===== src/rtl/serial_adder_ctrl_pkg.sv =====
// Shared definitions for the serial adder slice: nibble width, FSM state type
// and the WIDTH legality check.
package serial_adder_pkg;

  localparam int unsigned NIBBLE_W = 4;

  typedef enum logic [1:0] {
    IDLE = 2'd0,
    RUN  = 2'd1,
    DONE = 2'd2
  } state_t;

  function automatic bit width_ok(input int unsigned w);
    return ((w % NIBBLE_W) == 0) && (w >= 8);
  endfunction

endpackage


===== src/rtl/serial_adder_ctrl_if.sv =====
// Producer/consumer handshake bundle for serial_adder_ctrl.
// The sub line exists only when SUBTRACT_EN is defined.
interface serial_adder_ctrl_if #(
  parameter int unsigned WIDTH = 16
);
  logic             in_valid;
  logic             in_ready;
  logic [WIDTH-1:0] a;
  logic [WIDTH-1:0] b;
`ifdef SUBTRACT_EN
  logic             sub;
`endif
  logic             out_valid;
  logic             out_ready;
  logic [WIDTH:0]   sum;
  logic             busy;

  // master: the surrounding producer/consumer; slave: the adder block
  modport master (
`ifdef SUBTRACT_EN
    output sub,
`endif
    output in_valid, a, b, out_ready,
    input  in_ready, out_valid, sum, busy
  );

  modport slave (
`ifdef SUBTRACT_EN
    input  sub,
`endif
    input  in_valid, a, b, out_ready,
    output in_ready, out_valid, sum, busy
  );
endinterface


===== src/rtl/serial_adder_ctrl_nibble_adder.sv =====
// Shared 4-bit datapath: a + b + cin with carry-out.
module nibble_adder
  import serial_adder_pkg::*;
(
  input  logic [NIBBLE_W-1:0] a,
  input  logic [NIBBLE_W-1:0] b,
  input  logic                cin,
  output logic [NIBBLE_W-1:0] sum,
  output logic                cout
);
  always_comb begin
    {cout, sum} = {1'b0, a} + {1'b0, b} + {{NIBBLE_W{1'b0}}, cin};
  end
endmodule


===== src/rtl/serial_adder_ctrl.sv =====
// Wide adder built from one nibble adder, one nibble per clock, LSB first.
// Optional macro SUBTRACT_EN adds a sub input computing a + ~b + 1.
module serial_adder_ctrl
  import serial_adder_pkg::*;
#(
  parameter int unsigned WIDTH = 16
) (
  input  logic                clk,
  input  logic                rst_n,
  serial_adder_ctrl_if.slave  bus
);
  localparam int unsigned NIBBLES = WIDTH / NIBBLE_W;
  localparam int unsigned IDX_W   = (NIBBLES > 1) ? $clog2(NIBBLES) : 1;
  localparam logic [IDX_W-1:0] LAST_IDX = IDX_W'(NIBBLES - 1);

  if (!width_ok(WIDTH)) begin : g_bad_width
    $error("serial_adder_ctrl: WIDTH must be a multiple of 4 and at least 8");
  end

  state_t               state;
  logic [WIDTH-1:0]     a_q;
  logic [WIDTH-1:0]     b_q;
  logic [WIDTH:0]       sum_q;
  logic                 carry_q;
  logic [IDX_W-1:0]     idx;
  logic                 in_ready_q;
  logic                 out_valid_q;
  logic                 busy_q;

  logic [NIBBLE_W-1:0]  a_nib;
  logic [NIBBLE_W-1:0]  b_nib;
  logic [NIBBLE_W-1:0]  nib_sum;
  logic                 nib_cout;

  // Operand nibble select driven by the pass index
  always_comb begin
    a_nib = '0;
    b_nib = '0;
    for (int unsigned i = 0; i < NIBBLES; i++) begin
      if (idx == IDX_W'(i)) begin
        a_nib = a_q[i*NIBBLE_W +: NIBBLE_W];
        b_nib = b_q[i*NIBBLE_W +: NIBBLE_W];
      end
    end
  end

  nibble_adder u_nibble_adder (
    .a    (a_nib),
    .b    (b_nib),
    .cin  (carry_q),
    .sum  (nib_sum),
    .cout (nib_cout)
  );

  always_ff @(posedge clk or negedge rst_n) begin
    if (!rst_n) begin
      state       <= IDLE;
      a_q         <= '0;
      b_q         <= '0;
      sum_q       <= '0;
      carry_q     <= 1'b0;
      idx         <= '0;
      in_ready_q  <= 1'b1;
      out_valid_q <= 1'b0;
      busy_q      <= 1'b0;
    end else begin
      case (state)
        IDLE: begin
          if (bus.in_valid) begin
            a_q <= bus.a;
`ifdef SUBTRACT_EN
            b_q     <= bus.sub ? ~bus.b : bus.b;
            carry_q <= bus.sub;
`else
            b_q     <= bus.b;
            carry_q <= 1'b0;
`endif
            idx        <= '0;
            sum_q      <= '0;
            in_ready_q <= 1'b0;
            busy_q     <= 1'b1;
            state      <= RUN;
          end
        end
        RUN: begin
          for (int unsigned i = 0; i < NIBBLES; i++) begin
            if (idx == IDX_W'(i)) begin
              sum_q[i*NIBBLE_W +: NIBBLE_W] <= nib_sum;
            end
          end
          carry_q <= nib_cout;
          if (idx == LAST_IDX) begin
            // Index parks at zero so non-power-of-two NIBBLES never overruns
            sum_q[WIDTH] <= nib_cout;
            idx          <= '0;
            out_valid_q  <= 1'b1;
            state        <= DONE;
          end else begin
            idx <= idx + 1'b1;
          end
        end
        DONE: begin
          if (bus.out_ready) begin
            out_valid_q <= 1'b0;
            busy_q      <= 1'b0;
            in_ready_q  <= 1'b1;
            state       <= IDLE;
          end
        end
        default: begin
          state       <= IDLE;
          in_ready_q  <= 1'b1;
          out_valid_q <= 1'b0;
          busy_q      <= 1'b0;
        end
      endcase
    end
  end

  assign bus.in_ready  = in_ready_q;
  assign bus.out_valid = out_valid_q;
  assign bus.busy      = busy_q;
  assign bus.sum       = sum_q;

endmodule


===== src/flat_wrapper.sv =====
// flat-port wrapper written by rule: the top's interface ports become plain ports
module serial_adder_ctrl_flat import serial_adder_pkg::*;
#(
  parameter int unsigned WIDTH = 16
)
  (clk, rst_n, bus_in_valid, bus_a, bus_b, bus_out_ready, bus_in_ready, bus_out_valid, bus_sum, bus_busy);
  serial_adder_ctrl_if #(.WIDTH(WIDTH)) bus_i ();
  input  logic clk;
  input  logic rst_n;
  input wire logic [$bits(bus_i.in_valid)-1:0] bus_in_valid;
  input wire logic [$bits(bus_i.a)-1:0] bus_a;
  input wire logic [$bits(bus_i.b)-1:0] bus_b;
  input wire logic [$bits(bus_i.out_ready)-1:0] bus_out_ready;
  output wire logic [$bits(bus_i.in_ready)-1:0] bus_in_ready;
  output wire logic [$bits(bus_i.out_valid)-1:0] bus_out_valid;
  output wire logic [$bits(bus_i.sum)-1:0] bus_sum;
  output wire logic [$bits(bus_i.busy)-1:0] bus_busy;
  assign bus_i.in_valid = bus_in_valid;
  assign bus_i.a = bus_a;
  assign bus_i.b = bus_b;
  assign bus_i.out_ready = bus_out_ready;
  assign bus_in_ready = bus_i.in_ready;
  assign bus_out_valid = bus_i.out_valid;
  assign bus_sum = bus_i.sum;
  assign bus_busy = bus_i.busy;
  serial_adder_ctrl #(.WIDTH(WIDTH)) u_core (.clk(clk), .rst_n(rst_n), .bus(bus_i));
endmodule

===== config.mk =====
export PLATFORM = sky130hd
export DESIGN_NAME = serial_adder_ctrl_flat
export DESIGN_NICKNAME = d
export VERILOG_FILES = /design/src/rtl/serial_adder_ctrl_pkg.sv /design/src/rtl/serial_adder_ctrl_if.sv /design/src/rtl/serial_adder_ctrl_nibble_adder.sv /design/src/rtl/serial_adder_ctrl.sv /design/src/flat_wrapper.sv
export SDC_FILE = /design/constraint.sdc
export NUM_CORES = 1
export LEC_CHECK = 0
export CAP_MARGIN = 15
export CORE_ASPECT_RATIO = 2
export CORE_MARGIN = 3
export CORE_UTILIZATION = 35
export DETAILED_ROUTE_END_ITERATION = 12
export SKIP_LAST_GASP = 1
export SLEW_MARGIN = 0
export SYNTH_ARGS = -nofsm -noshare
export SYNTH_HDL_FRONTEND = slang
export SYNTH_SLANG_ARGS = --single-unit

===== constraint.sdc =====
create_clock -name clk -period 2.5 [get_ports clk]
set_input_delay 0.5 -clock clk [delete_from_list [all_inputs] [get_ports clk]]
set_output_delay 0.5 -clock clk [all_outputs]
set_load 0.05 [all_outputs]

# --- Word level (Yosys, flattened, before mapping) ---
# Cells that the tools add are included.
word_totals:
  regBits: 57
  in_bits: 36
  output_inout_bits: 20
classes:
  add_sub_neg: 3
  eq_ne: 11
  n_mux: 31
  bitwise_logic: 2
  reduce_logical: 12
op_table:
  columns: ["operator", "count"]
  rows:
  - ["4-bit two-way mux", 12]
  - ["17-bit one-hot mux with 2 select lines", 1]
  - ["3-bit AND reduction", 7]
  - ["17-bit two-way mux", 1]
  - ["2-bit two-way mux", 5]
  - ["1-bit one-hot mux with 3 select lines", 3]
  - ["2-bit by 1-bit != test with 1-bit output (second input constant)", 4]
  - ["2-bit equality test (second input constant)", 3]
  - ["1-bit two-way mux", 6]
  - ["2-bit one-hot mux with 3 select lines", 1]
  - ["4-bit by 4-bit adder with 5-bit output", 1]
  - ["5-bit by 1-bit adder with 5-bit output", 1]
  - ["2-bit by 1-bit equality test with 1-bit output (second input constant)", 2]
  - ["2-bit logical NOT", 2]
  - ["2-bit != test (second input constant)", 2]
  - ["2-bit one-hot mux with 2 select lines", 1]
  - ["2-bit AND reduction", 2]
  - ["2-bit by 1-bit adder with 2-bit output (second input constant)", 1]
  - ["1-bit inverter", 2]
  - ["1-bit one-hot mux with 2 select lines", 1]
  - ["2-bit nonzero test", 1]

# --- Logic depth before layout (Yosys ltp) ---
logic_depth:
  ltp_word: 9
  depth_mapped: 13
  ltp_nobuf: 12

# --- Modules after synthesis ---
# Synthesis repeated with hierarchy kept, for this count alone.
unflattened:
  hier_cells: 240
  hier_area_um2: 2864.0
modules_own_cells:
  columns: ["module", "n_inst", "cells_per_inst", "area_per_inst_um2", "seq_area_each_um2"]
  rows:
  - ["serial_adder_ctrl", 1, 224, 2720.1, 1427.6]
  - ["nibble_adder", 1, 16, 143.9, 0.0]

# --- Worst setup path after synthesis ---
# OpenSTA, ideal clock, no wires.
synth_path:
  kind: "register -> register"
  from: "register u_core.idx[1]"
  to: "register u_core.sum_q[14], in the netlist u_core.bus.sum[14]"
  setup_ps: 83
  arrival_time_ps: 2660
  path_slack_ps: -242
  path_stages_with_launch: 13
  path_cell_list: "dfrtp_1 -> inv_1 -> ha_1 -> clkbuf_1 -> buf_2 -> a221oi_1 -> nor3_1 -> a21oi_1 -> fa_1 -> fa_1 -> xnor2_1 -> a31oi_1 -> o21ai_0"
synth_between:
  elab_chain_cells: 9
  word_cells_on_any_way: 18
synth_lines:
  columns: ["element", "line", "source"]
  rows:
  - ["start, declared", "serial_adder_ctrl.sv:25", "logic [IDX_W-1:0] idx;"]
  - ["start signal, assigned", "serial_adder_ctrl.sv:99", "idx <= idx + 1'b1;"]
  - ["2-bit logical NOT", "serial_adder_ctrl.sv:40", "if (idx == IDX_W'(i)) begin"]
  - ["4-bit two-way mux (4 in a row)", "serial_adder_ctrl.sv:40", null]
  - ["4-bit by 4-bit adder with 5-bit output", "serial_adder_ctrl_nibble_adder.sv:12", "{cout, sum} = {1'b0, a} + {1'b0, b} + {{NIBBLE_W{1'b0}}, cin};"]
  - ["5-bit by 1-bit adder with 5-bit output", "serial_adder_ctrl_nibble_adder.sv:12", null]
  - ["4-bit two-way mux", "serial_adder_ctrl.sv:87", "if (idx == IDX_W'(i)) begin"]
  - ["17-bit one-hot mux with 2 select lines", "serial_adder_ctrl.sv:67", "case (state)"]
  - ["end signal, assigned by index", "serial_adder_ctrl.sv:88", "sum_q[i*NIBBLE_W +: NIBBLE_W] <= nib_sum;"]
  - ["end signal, assigned by index", "serial_adder_ctrl.sv:94", "sum_q[WIDTH] <= nib_cout;"]
  - ["end, declared", "serial_adder_ctrl.sv:23", "logic [WIDTH:0] sum_q;"]
# Several ways; a longest one is shown, not always the timed one. The select of a mux whose other input is x is not followed.
# A chain may end at the register's enable or synchronous reset.

# --- Worst setup path after layout ---
layout_path:
  from: "register u_core.idx[0]"
  to: "register u_core.sum_q[16], in the netlist u_core.bus.sum[16]"
layout_between:
  elab_chain_cells: 9
  word_cells_on_any_way: 18
layout_lines:
  columns: ["element", "line", "source"]
  rows:
  - ["2-bit logical NOT", "serial_adder_ctrl.sv:40", null]
  - ["4-bit two-way mux (4 in a row)", "serial_adder_ctrl.sv:40", null]
  - ["4-bit by 4-bit adder with 5-bit output", "serial_adder_ctrl_nibble_adder.sv:12", null]
  - ["5-bit by 1-bit adder with 5-bit output", "serial_adder_ctrl_nibble_adder.sv:12", null]
  - ["1-bit two-way mux", "serial_adder_ctrl.sv:92", "if (idx == LAST_IDX) begin"]
  - ["17-bit one-hot mux with 2 select lines", "serial_adder_ctrl.sv:67", null]
# Several ways; a longest one is shown, not always the timed one. The select of a mux whose other input is x is not followed.

==> metrics.yaml <==
synth:
  synth_edf_count: 0
  syn_area_per_cell_sq_um: 11.7
  muxShareOfSynthArea_pct: 15.3
  netlist.area_leader.share_pct: 51.1
  ys_top_cells_by_area: "dfrtp_1 (51%), mux2_2 (12%), a21oi_1 (3.3%), ha_1 (3.2%), o21ai_0 (3.1%)"
  synth_top_family_by_area: "multiplexers"
  synth-simple-area-share_pct: 8.62
  yosysWarnings: 0
  ys_top_cells_by_count: "dfrtp_1 (56), mux2_2 (29), nand2_1 (20)"
  seq_area_frac_synth_pct: 52.0
  synth-compound-area-share_pct: 14.2
  yosys.area.top_type: "dfrtp_1"
  syn-cell-area_sq_um: 2740
  synth_async_sr_flop_share_pct: 100
  synth_most_common_cell: "dfrtp_1"
  syn_nets: 280
  ys_types: 31
  syn_inst: 235
  synthAdderAreaFrac_pct: 4.65
  synth_seq_cells: 57
  synth_xor_xnor_area_share_pct: 0.638
  ys.flop_type: "dfrtp_1"
die:
  fp.dieW_microns: 68.6
  start_util_pct: 36.1
  die_y_microns: 131
  ios: 56
  fp.coreArea_sq_um: 7600
  dieArea_sq_um: 9000
  fp-row-count: 45
setup_path:
  critPathArrivalTime_ns: 2.84
  worstRegToRegCells: 12
  start_kind: "register"
  regToRegStartpoint: "u_core.idx[0]$_DFFE_PN0P_"
  r2r_setup_slack_ns: -0.08
  crit_path_start: "u_core.idx[0]$_DFFE_PN0P_"
  crit_path_max_fanout: 4
  r2r_end: "u_core.bus.sum[16]$_DFFE_PN0P_"
  worstSetupPathType: "register to register"
  required_ns: 2.76
  cp-end-kind: "register"
  crit_end: "u_core.bus.sum[16]$_DFFE_PN0P_"
clocking:
  cts_hold_buf: 0
  cts-root-buf: "clkbuf_16"
  insertion_delay_ns: 0.32
  htree_num_levels: 3
  cts_tree: "yes"
  cts-buffers-inserted: 9
  clock_path_buffers: 2
  cts.clk_slew.worst_paths_ns: 0.05
  clock-sinks: 57
status:
  failed_checks: "negative setup slack"
  status: "finished with violations"
cells_and_area:
  post-route-util_pct: 50.9
  instances_no_fill: 407
  antennaDiodeCount: 0
  fin_nets: 354
  multiInputGateArea_sq_um: 1290
  fillCellCount: 689
  area_growth_pct: 40.9
  drive_gt1_share_pct: 27.8
  final_area_sq_um: 3870
  regArea_sq_um: 1430
sta:
  setup_viol: 10
  setup_ws_ns: -0.0779
  fmax_ghz: 0.388
  rsz0062_at_grt: "true"
  final.min_clock_period_ns: 2.58
  drv_slew: 0
  finalCritPeriodShare_pct: 103
  max-slew-margin-rel_pct: 54.2
  finClkSkew_ns: 0.00586
  worst_pin_slew_ns: 0.686
  final_hold_viol_count: 0
  timing.hold.ws_ns: 0.216
  timing.setup.tns_ns: -0.390
placed_design:
  dpl_cell_area_sq_um: 3530
  post-place-ws_ns: -0.255
  place_congestion: 0.809
  dp_hpwl_mm: 4.83
  dp_cells: 391
  port_buffers: 55
drt:
  ant_nets: 0
  vias: 2049
  viasPerCell: 5.03
  drt_iter0_drc: 129
  wirelength_mm: 6.40
  wl_per_cell_microns: 15.7
  drt_pre_antenna_iters: 4
  drc: 0
global_routing:
  grt_pass1_wl_mm: 10.5
  grt-ovfl-total: 0
  antenna_found_initial: 0
  grt_start_max_net_pins: 36
  grt_pass1_vias: 2143
  track_usage_pct: 15.9
hold_path:
  hp-class: "input port to asynchronous set/reset pin"
power_and_ir_drop:
  power.total_mw: 6.18
  p_leak_nw: 1.62
  p_per_area_nw_per_um2: 1600
  peakVddDrop_v: 0.000707
run:
  cap_violations: 0
-- critical path, cell delays in order (launching register included) --
cell and delay, ns:
dfrtp_2 0.44, inv_2 0.10, ha_4 0.14, nor2b_4 0.19, a221oi_2 0.08, nor3_1 0.14, a21oi_1 0.09, fa_2 0.39
fa_2 0.41, nor2b_1 0.14, o21ai_1 0.08, a21oi_2 0.17, a31o_2 0.17
-- worst min-delay path by stage --
stage | from | end | slack (ns) | depth (start not counted)
3_5_place_dp | u_core.a_q[3]$_DFFE_PN0P_ | u_core.a_q[3]$_DFFE_PN0P_ | 0.48 | 1
5_1_grt | rst_n | u_core.bus.busy$_DFFE_PN0P_ | 0.29 | 1
4_1_cts | rst_n | u_core.bus.busy$_DFFE_PN0P_ | 0.24 | 1
2_1_floorplan | rst_n | u_core.a_q[0]$_DFFE_PN0P_ | 0.20 | 0
6_report | rst_n | u_core.bus.busy$_DFFE_PN0P_ | 0.22 | 1
3_3_place_gp | u_core.bus.sum[1]$_DFFE_PN0P_ | u_core.bus.sum[1]$_DFFE_PN0P_ | 0.46 | 2
-- layer usage --
layer	vias to the layer above	track usage, %	part of all wire (%)
li1	985	-	-
met1	1004	17.4	38
met2	48	26.8	56
met3	12	3.59	3.3
met4	0	8.75	3.1
met5	-	0	0
-- logic make-up (layout without fill, tap and decap cells) --
kind of cell,Yosys count,count (layout)
adder cells (fa/ha/maj),9,9
AO/OA/AOI/OAI,60,60
multiplexers,38,38
AND/OR/NAND/NOR,46,46
flip-flops,57,57
buffers and inverters,23,101
XOR/XNOR,2,2
-- sequential cells by signal, indices dropped and copies added (netlist names) --
| register | cells |
|---|---|
| u_core.bus.sum | 17 |
| u_core.a_q | 16 |
| u_core.b_q | 16 |
| u_core.idx | 2 |
| u_core.state | 2 |
| u_core.bus.busy | 1 |
| u_core.bus.in_ready | 1 |
| u_core.bus.out_valid | 1 |
| u_core.carry_q | 1 |
-- placed cells by master (no fill, tap or decap), drive strengths merged, types with 7 or more instances in the layout --
cell type / instances
nor2: 7
ha: 7
inv: 8
mux2: 32
a21oi: 20
clkbuf: 15
nor2b: 9
nand2: 20
clkdlybuf4s50: 54
o21ai: 17
dfrtp: 56
buf: 24
-- power breakdown --
| part | leakage (nW) | internal, mW | total, mW | switching, mW |
|---|---|---|---|---|
| clock | 0.124 | 0.690 | 1.07 | 0.375 |
| combinational | 0.801 | 1.66 | 3.46 | 1.80 |
| sequential | 0.694 | 1.35 | 1.66 | 0.307 |
-- timing repair --
action | 4_1_cts | 5_1_grt
buffers inserted | 1 | 0
setup endpoints to repair | 16 | 17
gates resized for setup | 13 | 8
pin swaps | 4 | 7
-- final cells by class --
cell class / instances / share of cell area (%)
Clock buffer: 15 / 6.67
Inverter: 8 / 0.777
Multi-Input combinational cell: 155 / 33.3
Sequential cell: 57 / 37.0
Tap cell: 94 / 3.04
Timing Repair Buffer: 78 / 19.2
Power figures use the tool's default switching activity.
